===== config.mk =====
export PLATFORM = sky130hd
export DESIGN_NAME = alu_ctrl_pipe_flat
export DESIGN_NICKNAME = d
export VERILOG_FILES = /design/src/rtl/alu_ctrl_pipe_if.sv /design/src/rtl/alu_ctrl_pipe.sv /design/src/flat_wrapper.sv
export SDC_FILE = /design/constraint.sdc
export NUM_CORES = 1
export LEC_CHECK = 0
export CAP_MARGIN = 20
export CORE_MARGIN = 3
export CORE_UTILIZATION = 30
export CTS_CLUSTER_DIAMETER = 30
export DETAILED_ROUTE_END_ITERATION = 12
export PLACE_DENSITY = 0.52
export SYNTH_ARGS = -nofsm -noshare
export SYNTH_HDL_FRONTEND = slang
export SYNTH_SLANG_ARGS = --single-unit

===== constraint.sdc =====
create_clock -name clk -period 1.9 [get_ports clk]
set_input_delay 0.19 -clock clk [delete_from_list [all_inputs] [get_ports clk]]
set_output_delay 0.19 -clock clk [all_outputs]
set_load 0.03 [all_outputs]

===== src/rtl/alu_ctrl_pipe_if.sv =====
// alu_ctrl_pipe_if: decode-side request and execute-side result handshakes for the ALU control stage
interface alu_ctrl_pipe_if #(
    parameter int ALUOP_W  = 2,
    parameter int OPCODE_W = 4,
    parameter int CNT_W    = 3
);
    logic                in_valid;
    logic                in_ready;
    logic [ALUOP_W-1:0]  alu_op;
    logic [OPCODE_W-1:0] opcode;
    logic                out_valid;
    logic                out_ready;
    logic [CNT_W-1:0]    alu_cnt;
    logic                alu_ext;
    logic                illegal;
    logic                mc_busy;

    modport master (
        output in_valid, alu_op, opcode, out_ready,
        input  in_ready, out_valid, alu_cnt, alu_ext, illegal, mc_busy
    );

    modport slave (
        input  in_valid, alu_op, opcode, out_ready,
        output in_ready, out_valid, alu_cnt, alu_ext, illegal, mc_busy
    );
endinterface


===== src/rtl/alu_ctrl_pipe.sv =====
// alu_ctrl_pipe: registered ALU control decoder with multi-cycle extended ops and flush
module alu_ctrl_pipe #(
    parameter int ALUOP_W   = 2,
    parameter int OPCODE_W  = 4,
    parameter int CNT_W     = 3,
    parameter int R_BASE    = 2,
    parameter int MC_CYCLES = 4
) (
    input logic             clk,
    input logic             rst_n,
    input logic             flush,
    alu_ctrl_pipe_if.slave  bus
);
    localparam int CTR_W = MC_CYCLES > 1 ? $clog2(MC_CYCLES) : 1;

    typedef enum logic [1:0] {IDLE, MC_WAIT, VALID} state_t;

    state_t              state;
    logic [CTR_W-1:0]    ctr;
    logic [ALUOP_W-1:0]  op_full;
    logic [1:0]          op;
    logic [OPCODE_W-1:0] diff;
    logic                in_r;
    logic                ext_hi;
    logic                d_ext;
    logic                d_ill;
    logic                d_mc;
    logic [CNT_W-1:0]    d_cnt;
    logic                accept;

    assign op_full      = bus.alu_op;
    assign op           = op_full[1:0];
    assign bus.in_ready = (state == IDLE) || (state == VALID && bus.out_ready);
    assign accept       = bus.in_valid && bus.in_ready;

    // decode the offered op; only the accept edge samples these
    always_comb begin
        diff   = bus.opcode - OPCODE_W'(R_BASE);
        in_r   = int'(bus.opcode) >= R_BASE && int'(bus.opcode) < R_BASE + (1 << CNT_W);
        ext_hi = int'(bus.opcode) >= (1 << CNT_W);
        d_ext  = op == 2'b11;
        d_ill  = d_ext ? ext_hi : (op == 2'b00 && !in_r);
        d_mc   = d_ext && !ext_hi;
        d_cnt  = op == 2'b10 ? '0 :
                 op == 2'b01 ? CNT_W'(1) :
                 op == 2'b11 ? bus.opcode[CNT_W-1:0] :
                 in_r        ? diff[CNT_W-1:0] : '0;
    end

    // handshake FSM with registered result, stall counter and flush abort
    always_ff @(posedge clk or negedge rst_n) begin
        if (!rst_n) begin
            state         <= IDLE;
            ctr           <= '0;
            bus.out_valid <= 1'b0;
            bus.mc_busy   <= 1'b0;
            bus.alu_cnt   <= '0;
            bus.alu_ext   <= 1'b0;
            bus.illegal   <= 1'b0;
        end else if (flush) begin
            state         <= IDLE;
            ctr           <= '0;
            bus.out_valid <= 1'b0;
            bus.mc_busy   <= 1'b0;
        end else if (accept) begin
            bus.alu_cnt   <= d_cnt;
            bus.alu_ext   <= d_ext;
            bus.illegal   <= d_ill;
            state         <= d_mc ? MC_WAIT : VALID;
            ctr           <= d_mc ? CTR_W'(MC_CYCLES - 1) : '0;
            bus.mc_busy   <= d_mc;
            bus.out_valid <= !d_mc;
        end else if (state == MC_WAIT) begin
            if (ctr == '0) begin
                state         <= VALID;
                bus.mc_busy   <= 1'b0;
                bus.out_valid <= 1'b1;
            end else begin
                ctr <= ctr - 1'b1;
            end
        end else if (state == VALID && bus.out_ready) begin
            state         <= IDLE;
            bus.out_valid <= 1'b0;
        end
    end
endmodule


===== src/flat_wrapper.sv =====
// flat-port wrapper written by rule: the top's interface ports become plain ports
module alu_ctrl_pipe_flat 
#(
    parameter int ALUOP_W   = 2,
    parameter int OPCODE_W  = 4,
    parameter int CNT_W     = 3,
    parameter int R_BASE    = 2,
    parameter int MC_CYCLES = 4
)
  (clk, rst_n, flush, bus_in_valid, bus_alu_op, bus_opcode, bus_out_ready, bus_in_ready, bus_out_valid, bus_alu_cnt, bus_alu_ext, bus_illegal, bus_mc_busy);
  alu_ctrl_pipe_if #(.ALUOP_W(ALUOP_W), .OPCODE_W(OPCODE_W), .CNT_W(CNT_W)) bus_i ();
  input logic clk;
  input logic rst_n;
  input logic flush;
  input wire logic [$bits(bus_i.in_valid)-1:0] bus_in_valid;
  input wire logic [$bits(bus_i.alu_op)-1:0] bus_alu_op;
  input wire logic [$bits(bus_i.opcode)-1:0] bus_opcode;
  input wire logic [$bits(bus_i.out_ready)-1:0] bus_out_ready;
  output wire logic [$bits(bus_i.in_ready)-1:0] bus_in_ready;
  output wire logic [$bits(bus_i.out_valid)-1:0] bus_out_valid;
  output wire logic [$bits(bus_i.alu_cnt)-1:0] bus_alu_cnt;
  output wire logic [$bits(bus_i.alu_ext)-1:0] bus_alu_ext;
  output wire logic [$bits(bus_i.illegal)-1:0] bus_illegal;
  output wire logic [$bits(bus_i.mc_busy)-1:0] bus_mc_busy;
  assign bus_i.in_valid = bus_in_valid;
  assign bus_i.alu_op = bus_alu_op;
  assign bus_i.opcode = bus_opcode;
  assign bus_i.out_ready = bus_out_ready;
  assign bus_in_ready = bus_i.in_ready;
  assign bus_out_valid = bus_i.out_valid;
  assign bus_alu_cnt = bus_i.alu_cnt;
  assign bus_alu_ext = bus_i.alu_ext;
  assign bus_illegal = bus_i.illegal;
  assign bus_mc_busy = bus_i.mc_busy;
  alu_ctrl_pipe #(.ALUOP_W(ALUOP_W), .OPCODE_W(OPCODE_W), .CNT_W(CNT_W), .R_BASE(R_BASE), .MC_CYCLES(MC_CYCLES)) u_core (.clk(clk), .rst_n(rst_n), .flush(flush), .bus(bus_i));
endmodule

# After elaboration in Yosys (flattened, before gate mapping)

Cells that the tools add are included.

Register bits: 11
Bits of input ports: 11
ROM bits: 0
Bits in latches: 0
Memories kept: 0
RAM bits: 0
Word-level logic and storage cells: 64

Bitwise operators: 1
Shifts and indexed selects: 0
Divide/modulo/power cells: 0
$lt $le $gt $ge: 3
Eq/ne operators: 7
Multipliers: 0
Reduce and logical (&&, ||, !) cells: 19
$add $sub $neg: 2
Mux-type cells: 25

Operators by type and width:

| operator              | number |
|---|---|
| $mux W2               | 11 |
| $mux W3               | 4 |
| $mux W1               | 10 |
| $reduce_and A2 Y1     | 4 |
| $eq A2 B2 Y1 const B  | 3 |
| $logic_not A2 Y1      | 3 |
| $reduce_bool A3 Y1    | 2 |
| $logic_and A1 B1 Y1   | 5 |
| $eq A2 B1 Y1 const B  | 2 |
| $ge A4 B2 Y1 const B  | 1 |
| $ge A4 B4 Y1 const B  | 1 |
| $lt A4 B4 Y1 const B  | 1 |
| $ne A4 B3 Y1 const B  | 1 |
| $reduce_bool A4 Y1    | 1 |
| $logic_not A1 Y1      | 3 |
| $ne A3 B2 Y1 const B  | 1 |
| $sub A3 B2 Y3 const B | 1 |
| $sub A2 B1 Y2 const B | 1 |
| $logic_or A1 B1 Y1    | 1 |
| $not A1 Y1            | 1 |

# Logic depth before layout (Yosys ltp)

Word-level depth: 6
Depth in mapped cells: 6
Depth with buffers taken out: 6

# Least setup slack after synthesis

Ideal clock, no wire load.

Path type: reg-to-reg
From: register, netlist name u_core.bus.out_valid
To: register u_core.bus.mc_busy
Cell stages (with the launch flop): 5
Data arrival time: 1545 ps
Period minus slack after synthesis: 1624 ps
Library setup time: 79 ps
Setup slack: 276 ps
Path through: dfrtp_1 -> nor2b_4 -> nor2_1 -> nand3_1 -> a21oi_1

RTL lines:

| item                   | RTL line               | text |
|---|---|---|
| end signal: assignment | alu_ctrl_pipe.sv:71    | `bus.mc_busy <= d_mc;` |
| end: declaration       | alu_ctrl_pipe_if.sv:25 | `output in_ready, out_valid, alu_cnt, alu_ext, illegal, mc_busy` |

# Final worst setup path

From: register u_core.bus.out_valid
To: output port bus_out_valid

RTL lines:

| item                     | RTL line               | text |
|---|---|---|
| start: declaration       | alu_ctrl_pipe_if.sv:25 |  |
| start signal: assignment | alu_ctrl_pipe.sv:72    | `bus.out_valid <= !d_mc;` |
| end: declaration         | flat_wrapper.sv:20     | `output wire logic [$bits(bus_i.out_valid)-1:0] bus_out_valid;` |

No word-level cell between the ends.

==> results_dict.tcl <==
set metrics [dict create \
    p_per_area_mw_per_mm2 709 \
    p_leak_nw 0.369 \
    num_vias 531 \
    wl_per_cell_um 11.6 \
    seq_power_share_pct 38.8 \
    ir_drop_mv 0.312 \
    n_antenna_cell 0 \
    grt_pass1_vias 541 \
    dr_wl_met3_um 70 \
    crit_slowest_cell "clkdlybuf4s50_1" \
    postRouteAntennaNets 0 \
    synthCells 63 \
    timing.final.hold_violations 0 \
    synth_xor_area_share_pct 1.38 \
    cp_top_family "buffers and inverters" \
    clkTransAtPathRegs_ns 0.07 \
    grt_antenna_before_repair 0 \
    met2_length_um 607 \
    worstPathMaxFanout 6 \
    final_max_slew_viol_count 0 \
    synth_nets 76 \
    cts_made_buffers 3 \
    path_cells "clkdlybuf4s50_1" \
    highest_layer "met4" \
    finalPower_w 0.000646 \
    max-cap-violations 0 \
    max_clock_freq_mhz 615 \
    synth_simple_gate_area_share_pct 26.4 \
    fin_hold_ws_ns 0.246 \
    layoutNonFillerInstCount 115 \
    grt_pass1_wl_um 2370 \
    dp_hpwl_um 1090 \
    period_share_pct 85.6 \
    ys_seq_area_share_pct 39.4 \
    clk_path_buf_depth 2 \
    p_int_w 0.000452 \
    rsz0062_at_grt "no" \
    netlist_area_um2 636 \
    critPathLaunchType "flip-flop" \
    postSynthAreaPerCell_um2 10.1 \
    power_frac_clock_pct 29.1 \
    io_pins 19 \
    synth-compound-area-share_pct 22.4 \
    core_mm2 0.00198 \
    htree_levels 1 \
    relSlewSlack_pct 69.7 \
    dp_cells 111 \
    worstSkewPairLatency_ns 0.25 \
    slowest_delay_ns 0.72 \
    min_path_type "input port to async pin" \
    arrival_ns 1.44 \
    finalSetupViolations 0 \
    crit_type "flip-flop to primary output" \
    wl_met1_um 619 \
    routed_wl_um 1330 \
    root_buffer "clkbuf_4" \
    grt.total_usage_pct 11.7 \
    period_minus_slack_ns 1.63 \
    drive_gt1_share_pct 19.3 \
    path_buf_inv 1 \
    port_buffers 18 \
    power_frac_comb_pct 32.1 \
    die_area_mm2 0.00271 \
    place_congestion 0.736 \
    synth_warnings 0 \
    gr-total-overflow 0 \
    fp-row-count 16 \
    drc 0 \
    worstSetupEndpointType "primary output" \
    muxShareOfSynthArea_pct 2.36 \
    status "finished, final reports clean" \
    synth_top_family_by_area "simple AND/OR/NAND/NOR gates" \
    die_y_um 52.0 \
    yosysUniqueCellTypes 27 \
    viasPerCell 4.62 \
    cp.required_ns 1.71 \
    swShare_pct 30.1 \
    skew_ns 0.000463 \
    final_nets 102 \
    drt_iter0_drc 1 \
    switchingPower_w 0.000194 \
    clkSinkCount 10 \
    start_util_pct 32.1 \
    area_growth_pct 43.3 \
    synth_fa_ha_area_share_pct 3.94 \
    firstDrtPassIters 2 \
    grt_start_max_net_pins 11 \
    ys_ff_latch 10 \
    fin_tns_setup_ns 0 \
    die_width_um 52.0 \
    tritoncts "built" \
    tightest_slew_ns 0.453 \
]
Yosys cell counts:
| cell | count | share of area (%) |
|---|---|---|
| dfrtp_1 | 10 | 39 |
| nor2_1 | 7 | 4.1 |
| inv_1 | 6 | 3.5 |
| nand3_1 | 5 | 3.9 |
| nand2_1 | 4 | 2.4 |
| a21oi_1 | 3 | 2.4 |
| o21ai_0 | 3 | 2.4 |
| a31oi_1 | 2 | 2.0 |
| ha_1 | 2 | 3.9 |
| nor2b_4 | 2 | 4.3 |
| nor3b_4 | 2 | 5.9 |
| o211ai_1 | 2 | 2.4 |
| a2111oi_4 | 1 | 4.3 |
| a211oi_2 | 1 | 2.0 |
| clkbuf_1 | 1 | 0.59 |
| mux2_4 | 1 | 2.4 |
| nand2b_4 | 1 | 2.2 |
| nand3b_1 | 1 | 1.2 |
| nor4b_1 | 1 | 1.4 |
| o21a_1 | 1 | 1.2 |
| o21ai_1 | 1 | 0.79 |
| o21ba_2 | 1 | 1.6 |
| o22a_1 | 1 | 1.4 |
| o22ai_1 | 1 | 0.98 |
| o31ai_1 | 1 | 1.2 |
| or3_1 | 1 | 0.98 |
| xnor2_1 | 1 | 1.4 |
timing repair:
item	in CTS	in global routing
hold endpoints to repair	0	0
gates resized for setup	1	0
hold buffers	0	0
setup buffers	0	0
setup endpoints to repair	1	0
sequential cells by signal, summed over array words and instances (netlist names):
name	count
u_core.bus.alu_ext	1
u_core.ctr	2
u_core.state	1
u_core.bus.alu_cnt	3
u_core.bus.out_valid	1
u_core.bus.illegal	1
u_core.bus.mc_busy	1
power groups by stage:
| stage | Combinational (W) | Clock, W | Sequential, W |
|---|---|---|---|
| final | 0.000208 | 0.000188 | 0.000250 |
| after floorplan | 0.0000747 | 0 | 0.000294 |
| after global routing | 0.000224 | 0.000206 | 0.000254 |
| after global placement | 0.000211 | 0 | 0.000255 |
| after CTS | 0.000210 | 0.000196 | 0.000251 |
| after detailed placement | 0.000211 | 0 | 0.000255 |
cells by family after synthesis:
| kind of cell | after synthesis |
|---|---|
| compound gates | 18 |
| simple gates | 24 |
| xor+xnor | 1 |
| fa+ha+maj | 2 |
| flops | 10 |
| buf+inv | 7 |
| mux | 1 |
area by class of cell:
class,instances,area [um2]
well taps,27,33.8
fillers,197,1070
multi-input cells,46,359
clock buffers,4,36.3
repair buffers,22,209
flip-flops and latches,10,250
inverters,6,22.5
layout by cell type, fill, tap and decap left out, drive strengths merged:
cell and instances:
o21ai 4, or3 1, buf 4, xnor2 1
o21a 1, a31oi 2, nor2b 2, nor2 7
o22a 1, o211ai 2, mux2 1, a2111oi 1
dfrtp 10, clkbuf 4, a211oi 1, nand2b 1
ha 2, inv 6, o21ba 1, nand3b 1
clkdlybuf4s50 17, a21oi 3, o31ai 1, nor4b 1
nand3 5, nor3b 2, nand2 4, dlygate4sd2 1
o22ai 1
layer usage:
metal | track usage (%) | up-vias
li1 | - | 277
met1 | 14.5 | 235
met2 | 19.0 | 15
met3 | 2.01 | 4
met4 | 6.55 | 0
met5 | 0 | -
metrics by stage:
stage          cell area (um2)  util (%)  worst slack [ns]
5_1_grt                    911      46.0             0.200
3_3_place_gp               876      44.2             0.101
4_1_cts                    911      46.0             0.250
2_1_floorplan              636         -             0.276
3_5_place_dp               876      44.2            0.0825
6_report                   911      46.0             0.273
path summary, 6_finish.rpt:
check,from,end,slack [ns],depth (start not counted)
worst min-delay path,rst_n,u_core.state[0]$_DFFE_PN0P_,0.25,1
min in group clk,u_core.bus.alu_cnt[0]$_DFFE_PN0P_,u_core.bus.alu_cnt[0]$_DFFE_PN0P_,0.50,1
max in group asynchronous,rst_n,u_core.bus.alu_cnt[2]$_DFFE_PN0P_,1.35,1
worst min register to register,u_core.bus.alu_cnt[0]$_DFFE_PN0P_,u_core.bus.alu_cnt[0]$_DFFE_PN0P_,0.50,1
worst max register to register,u_core.state[0]$_DFFE_PN0P_,u_core.bus.alu_cnt[2]$_DFFE_PN0P_,0.49,3
worst max-delay path,u_core.bus.out_valid$_DFFE_PN0P_,bus_out_valid,0.27,1
Note: power is estimated with default switching activity, not from simulation.
